<file path="src/rtl/sseg_pkg.sv">
// sseg_pkg: segment patterns and BCD-to-7-segment decode shared by the scan driver
package sseg_pkg;

   typedef logic [6:0] seg_t;

   localparam int PHASES = 16;

   // Active-high patterns, bit6..bit0 = g,f,e,d,c,b,a
   localparam seg_t SEG_0     = 7'h3F;
   localparam seg_t SEG_1     = 7'h06;
   localparam seg_t SEG_2     = 7'h5B;
   localparam seg_t SEG_3     = 7'h4F;
   localparam seg_t SEG_4     = 7'h66;
   localparam seg_t SEG_5     = 7'h6D;
   localparam seg_t SEG_6     = 7'h7D;
   localparam seg_t SEG_7     = 7'h07;
   localparam seg_t SEG_8     = 7'h7F;
   localparam seg_t SEG_9     = 7'h6F;
   localparam seg_t SEG_DASH  = 7'h40;
   localparam seg_t SEG_BLANK = 7'h00;

   // Non-decimal codes show a dash so a bad upstream value is visible on the display
   function automatic seg_t bcd_to_seg(input logic [3:0] d);
      case (d)
         4'd0:    return SEG_0;
         4'd1:    return SEG_1;
         4'd2:    return SEG_2;
         4'd3:    return SEG_3;
         4'd4:    return SEG_4;
         4'd5:    return SEG_5;
         4'd6:    return SEG_6;
         4'd7:    return SEG_7;
         4'd8:    return SEG_8;
         4'd9:    return SEG_9;
         default: return SEG_DASH;
      endcase
   endfunction

endpackage

</file>
<file path="src/rtl/scan_timebase.sv">
// scan_timebase: prescaler, 16-step PWM phase and digit slot counter for the scan driver
module scan_timebase
   import sseg_pkg::*;
#(
   parameter int NUM_DIGITS = 4,
   parameter int L          = 100_000,
   parameter bit SIMULATE   = 1'b0,
   parameter int IW         = $clog2(NUM_DIGITS)
) (
   input  logic          clk,
   input  logic          reset,
   output logic [3:0]    phase_o,
   output logic [IW-1:0] digit_idx_o,
   output logic          frame_start_o
);

   localparam int SLOT     = SIMULATE ? PHASES : L;
   localparam int PRESCALE = SLOT / PHASES;
   localparam int PW       = PRESCALE > 1 ? $clog2(PRESCALE) : 1;

   logic [PW-1:0] pre_q, pre_d;
   logic [3:0]    phase_q, phase_d;
   logic [IW-1:0] idx_q, idx_d;
   logic          tick, slot_end;

   // Prescaler wrap steps the phase; phase 15->0 closes the slot and moves to the next digit
   always_comb begin
      tick     = pre_q == PW'(PRESCALE - 1);
      slot_end = tick && phase_q == 4'd15;
      pre_d    = tick ? '0 : pre_q + 1'b1;
      phase_d  = tick ? phase_q + 4'd1 : phase_q;
      idx_d    = !slot_end ? idx_q : (idx_q == IW'(NUM_DIGITS - 1)) ? '0 : idx_q + 1'b1;
   end

   // Counter state with synchronous active-low clear
   always_ff @(posedge clk) begin
      if (!reset) begin
         pre_q   <= '0;
         phase_q <= '0;
         idx_q   <= '0;
      end else begin
         pre_q   <= pre_d;
         phase_q <= phase_d;
         idx_q   <= idx_d;
      end
   end

   assign phase_o       = phase_q;
   assign digit_idx_o   = idx_q;
   // All-zero counters mark the first cycle of a frame, including the first cycle out of reset
   assign frame_start_o = reset && pre_q == '0 && phase_q == 4'd0 && idx_q == '0;

endmodule

</file>
<file path="src/rtl/sseg_scan_driver.sv">
// sseg_scan_driver: multiplexed 7-segment driver with blanking, PWM dimming and frame capture
module sseg_scan_driver
   import sseg_pkg::*;
#(
   parameter int NUM_DIGITS        = 4,
   parameter int CLK_INPUT_FREQ_HZ = 100_000_000,
   parameter int SCAN_FREQ_HZ      = 1000,
   parameter bit SEG_POLARITY      = 1'b1,
   parameter bit AN_POLARITY       = 1'b1,
   parameter bit SIMULATE          = 1'b0
) (
   input  logic                    clk,
   input  logic                    reset,
   input  logic [4*NUM_DIGITS-1:0] bcd_in,
   input  logic [NUM_DIGITS-1:0]   dp_in,
   input  logic                    blank_lz,
   input  logic [3:0]              brightness,
   input  logic                    enable,
   output logic [NUM_DIGITS-1:0]   an_out,
   output logic [6:0]              sseg_out,
   output logic                    dp_out,
   output logic                    frame_done
);

   localparam int L  = CLK_INPUT_FREQ_HZ / SCAN_FREQ_HZ;
   localparam int IW = $clog2(NUM_DIGITS);

   localparam logic [NUM_DIGITS-1:0] AN_OFF  = {NUM_DIGITS{AN_POLARITY}};
   localparam seg_t                  SEG_OFF = {7{SEG_POLARITY}};

   logic [3:0]    phase;
   logic [IW-1:0] digit_idx;
   logic          frame_start;

   logic [NUM_DIGITS-1:0][3:0] bcd_q, bcd_d;
   logic [NUM_DIGITS-1:0]      dp_q, dp_d;
   logic                       blz_q, blz_d;
   logic [NUM_DIGITS-1:0]      zero_above;
   logic [NUM_DIGITS-1:0]      act;
   logic                       cur_blank;
   seg_t                       pat;

   logic [NUM_DIGITS-1:0] an_q, an_d;
   seg_t                  seg_q, seg_d;
   logic                  dpo_q, dpo_d;
   logic                  fd_q;

   scan_timebase #(
      .NUM_DIGITS (NUM_DIGITS),
      .L          (L),
      .SIMULATE   (SIMULATE),
      .IW         (IW)
   ) u_timebase (
      .clk           (clk),
      .reset         (reset),
      .phase_o       (phase),
      .digit_idx_o   (digit_idx),
      .frame_start_o (frame_start)
   );

   // Shadow bypass on frame start so the first slot of a frame already shows the new capture
   always_comb begin
      bcd_d = frame_start ? bcd_in : bcd_q;
      dp_d  = frame_start ? dp_in : dp_q;
      blz_d = frame_start ? blank_lz : blz_q;
   end

   // zero_above[k] is set when shadow digits k..NUM_DIGITS-1 are all zero
   always_comb begin
      zero_above = '0;
      zero_above[NUM_DIGITS-1] = bcd_d[NUM_DIGITS-1] == 4'd0;
      for (int k = NUM_DIGITS - 2; k >= 0; k--)
         zero_above[k] = zero_above[k+1] && bcd_d[k] == 4'd0;
   end

   // Select, blank and decode the current digit, then gate its anode with the PWM window
   always_comb begin
      cur_blank = blz_d && digit_idx != '0 && zero_above[digit_idx];
      pat       = cur_blank ? SEG_BLANK : bcd_to_seg(bcd_d[digit_idx]);
      act       = (enable && phase < brightness) ? NUM_DIGITS'(1) << digit_idx : '0;
      an_d      = act ^ AN_OFF;
      seg_d     = pat ^ SEG_OFF;
      dpo_d     = (!cur_blank && dp_d[digit_idx]) ^ SEG_POLARITY;
   end

   // Shadow capture and registered outputs so anode and segments switch on the same edge
   always_ff @(posedge clk) begin
      if (!reset) begin
         bcd_q <= '0;
         dp_q  <= '0;
         blz_q <= 1'b0;
         an_q  <= AN_OFF;
         seg_q <= SEG_OFF;
         dpo_q <= SEG_POLARITY;
         fd_q  <= 1'b0;
      end else begin
         bcd_q <= bcd_d;
         dp_q  <= dp_d;
         blz_q <= blz_d;
         an_q  <= an_d;
         seg_q <= seg_d;
         dpo_q <= dpo_d;
         fd_q  <= frame_start;
      end
   end

   assign an_out     = an_q;
   assign sseg_out   = seg_q;
   assign dp_out     = dpo_q;
   assign frame_done = fd_q;

endmodule

</file>
<file path="config.mk">
export PLATFORM = sky130hd
export DESIGN_NAME = sseg_scan_driver
export DESIGN_NICKNAME = d
export VERILOG_FILES = /design/src/rtl/sseg_pkg.sv /design/src/rtl/scan_timebase.sv /design/src/rtl/sseg_scan_driver.sv
export SDC_FILE = /design/constraint.sdc
export NUM_CORES = 1
export LEC_CHECK = 0
export ABC_AREA = 1
export BUFFER_PORTS_ARGS = -buffer_cell sky130_fd_sc_hd__buf_2
export CORE_ASPECT_RATIO = 0.6
export CORE_MARGIN = 2
export CORE_UTILIZATION = 59
export CTS_BUF_LIST = sky130_fd_sc_hd__clkbuf_8
export CTS_CLUSTER_SIZE = 40
export DETAILED_ROUTE_END_ITERATION = 7
export PLACE_DENSITY = 0.82
export REMOVE_ABC_BUFFERS = 1
export SYNTH_ARGS = -nofsm -noshare
export SYNTH_HDL_FRONTEND = slang
export SYNTH_SLANG_ARGS = --single-unit
</file>
<file path="constraint.sdc">
create_clock -name clk -period 3.1 [get_ports clk]
set_input_delay 0.62 -clock clk [delete_from_list [all_inputs] [get_ports clk]]
set_output_delay 0.62 -clock clk [all_outputs]
set_load 0.1 [all_outputs]
</file>
==> summary.md <==
| Metric | Value |
|---|---|
| Syn avg cell area | around 7.2 um2 |
| Final setup TNS | 0 ns |
| RSZ-0062 raised after global routing | false |
| Routed wire per std cell | 13.41 um |
| First-pass GRT wire length | 10940 um |
| Compound-cell area share of the yosys netlist | 0.07899 |
| Gr ovfl total | 0 |
| Synth Area in Adders | 0.07502 |
| Post-Place Cell Area | 3100 um2 |
| Num CTS Buffers | 5 |
| CTS tree | built |
| Worst path cell trace | inv_1 > ha_1 > inv_1 > nor2_1 > nand2_1 > nor2_2 > nand3_2 > o21ai_2 > o22ai_1 > a31oi_1 > inv_1 > ha_1 > inv_1 > nand2_1 > o211ai_1 > nand2_1 |
| Status | completed |
| Total Wirelength | 6718 um |
| CP Capture Type | flip-flop |
| CTS Buffer Depth | 2 |
| Top cells by area, synth | dfxtp_1, nand2_1, inv_1 |
| CP max FO | 12 |
| Pre-Repair DR Iteration Count | 5 |
| Vias in the first global route | between 2000 and 2500 |
| Overall fraction of global-route tracks in use | 0.2667 |
| Synthesis Warnings | 0 |
| Initial core utilization | 0.6179 |
| First DRT Iteration DRCs | 236 |
| Filler cell count in the final layout | 407 |
| Via density | 5.265 |
| Pwr/cell area | between 400 and 500 nW/um2 |
| Skew final | 0.008306 ns |
| Post-DRT Antenna Nets | 0 |
| Min Tclk post-route | ~2.8 ns |
| Io pins | 41 |
| Final Hold Vio Count | 0 |
| Max Slew Vio Count | 0 |
| Startpoint type of the worst setup path | flip-flop |
| Die height | 57.70 um |
| Fin crit share | 0.9054 |
| Post-route cell area | 3202 um2 |
| Initial antenna violation count | 0 |
| Class of the worst hold path | reg2reg |
| Synth Flop Type | dfxtp_1 |
| Arrival @ worst endpoint | between 3 and 4 ns |
| PortBufs | 40 |
| Most used cell, CP | inv_1 |
| Overall Power | roughly 1.6 mW |
| Post-synth EDFFs | 0 |
| Mux cell area share after synthesis | 0.007061 |
| Yosys top cell by area | dfxtp_1 |
| Largest family of logic cells by synthesized area | simple AND/OR/NAND/NOR gates |
| Maxcap violations | 0 |
| Synth Area in Simple Gates | 0.3575 |
| Setup violations, final | 0 |
| Gpl congestion | 0.8846 |
| Worst-Skew Late Latency | 0.31 ns |
| Largest net degree at the start of global routing | 29 |
| Area grow syn2layout | 12.93% |
| Post-CTS Resized | 0 |
| Root buffer cell | clkbuf_8 |
| Maximum clock frequency | 356.3 MHz |
| Leakage | 1.578 nW |
| Layout cells sized above 1 | 0.1804 |
| Via count | about 2600 |
| Cell with the most instances after synthesis | nand2_1 |
| Post-CTS setup buffer count | 0 |
| # clock sinks | 53 |
| CORE AREA | around 4600 um2 |
| XOR/XNOR Fraction of Synth Area | 0.003089 |
| DRC Markers | 0 |
| WS Path Type | reg2reg |
| Worst ir drop on vdd | 0.3697 mV |
| Dpl hpwl | 5131 um |
| Register area share after synthesis | 0.3742 |
| Slowest stage delay, CP | between 0.3 and 0.4 ns |
| Post-layout net count | 482 |
| Yosys top cell area share | 0.3742 |
| Post-Syn Area | around 2800 um2 |
| Post-synth top cells | nand2_1, inv_1, dfxtp_1 |
| Yosys reg bits | 53 |
| Cell Rows | 19 |
| Full die area | between 5000 and 6000 um2 |
| Relative slew margins | 0.6302 |
| Tightest Pin Transition | 0.5539 ns |
| Die Span X | 93.50 um |
| Slowest-stage cell, CP | dfxtp_1 |
| CTS HTree Levels | 2 |
| N_diodes | 0 |
| Ys async rst share | 0 |
| Fin util | 0.6978 |
| Post-CTS Hold Fix Bufs | 0 |
| Post-synth cell types | 41 |
| Clock transition at path regs | around 0.10 ns |
| Req. time, crit path | 3.30 ns |
| Post-Syn Instances | approximately 390 |
==> final timing paths <==
check        slack [ns]          end  cells after the start                  start
max                0.29  sseg_out[6]                     16  u_timebase.phase_o[0]
min                0.49      dp_q[2]                      2                dp_q[2]
max reg2reg        0.29  sseg_out[6]                     16  u_timebase.phase_o[0]
min reg2reg        0.49      dp_q[2]                      2                dp_q[2]
==> logic make-up after synthesis <==
logic type | after synthesis
compound gates | 36
buf+inv | 74
simple gates | 210
fa+ha+maj | 17
flops | 53
mux | 2
xor+xnor | 1
==> where the power goes <==
part	total (mW)	internal, mW	switching [mW]
clock network	0.430	0.202	0.227
registers	0.736	0.722	0.0139
logic	0.392	0.103	0.290
==> state kept, by name, summed over array words and instances (netlist names) <==
signal                  cells
u_timebase.digit_idx_o      2
frame_done                  1
u_timebase.pre_q           13
u_timebase.phase_o          4
sseg_out                    7
blz_q                       1
bcd_q                      16
dp_q                        4
dp_out                      1
an_out                      4
==> stage by stage <==
| step | cells | hold slack (ns) | worst slack [ns] |
|---|---|---|---|
| 2_1_floorplan | 386 | 0.4332 | 0.5077 |
| 3_3_place_gp | 493 | 0.4578 | 0.4251 |
| 3_5_place_dp | 493 | 0.4802 | 0.2672 |
| 4_1_cts | 501 | 0.4942 | 0.3364 |
| 5_1_grt | 501 | 0.5155 | 0.07230 |
| 6_report | 501 | 0.4863 | 0.2932 |
==> critical path: cells and delay by family, from the launching register on <==
kind | cells | cell delay [ns]
AO/OA/AOI/OAI | 4 | 0.82
adder cells (fa/ha/maj) | 2 | 0.40
buffers and inverters | 4 | 0.31
flip-flops | 1 | 0.34
AND/OR/NAND/NOR | 6 | 0.83
==> metal layers <==
layer	track usage	vias to the layer above	routed length [um]
met1	0.4190	1179	3349
met5	0	-	0
li1	-	1335	-
met3	0.05852	8	663
met2	0.3720	116	2647
met4	0.06513	0	59
==> cell type report <==
class | instances | area, um2 | share of cell area
Timing Repair Buffer | 44 | 230.2 | 0.07190
Clock inverter | 1 | 5.005 | 0.001563
Clock buffer | 7 | 96.34 | 0.03009
Inverter | 67 | 251.5 | 0.07855
Multi-Input combinational cell | 266 | 1479 | 0.4619
Sequential cell | 53 | 1061 | 0.3314
Tap cell | 63 | 78.83 | 0.02462
==> layout by cell type, fill, tap and decap left out, types with 2 or more instances in the layout <==
cell / synthesis / routed
a211oi_1: 2 / 2
nand2_4: 3 / 3
a21oi_1: 16 / 16
nand3_2: 2 / 2
nand4_1: 17 / 17
or2_2: 2 / 2
buf_2: 2 / 40
o21ai_2: 2 / 2
clkinv_1: 2 / 2
mux2i_1: 2 / 2
inv_2: 4 / 4
nor2_2: 3 / 3
nand2_1: 81 / 81
nor2_4: 4 / 4
ha_1: 17 / 17
o211ai_1: 2 / 2
nand3_1: 32 / 32
nand2_2: 2 / 2
o21ai_0: 4 / 4
nor3_1: 3 / 3
inv_1: 61 / 61
clkbuf_8: 0 / 7
nor2_1: 50 / 50
buf_4: 2 / 4
o21ai_1: 3 / 3
dfxtp_1: 53 / 53
and2_1: 6 / 6
No activity file was read; power rests on OpenSTA's default activity.
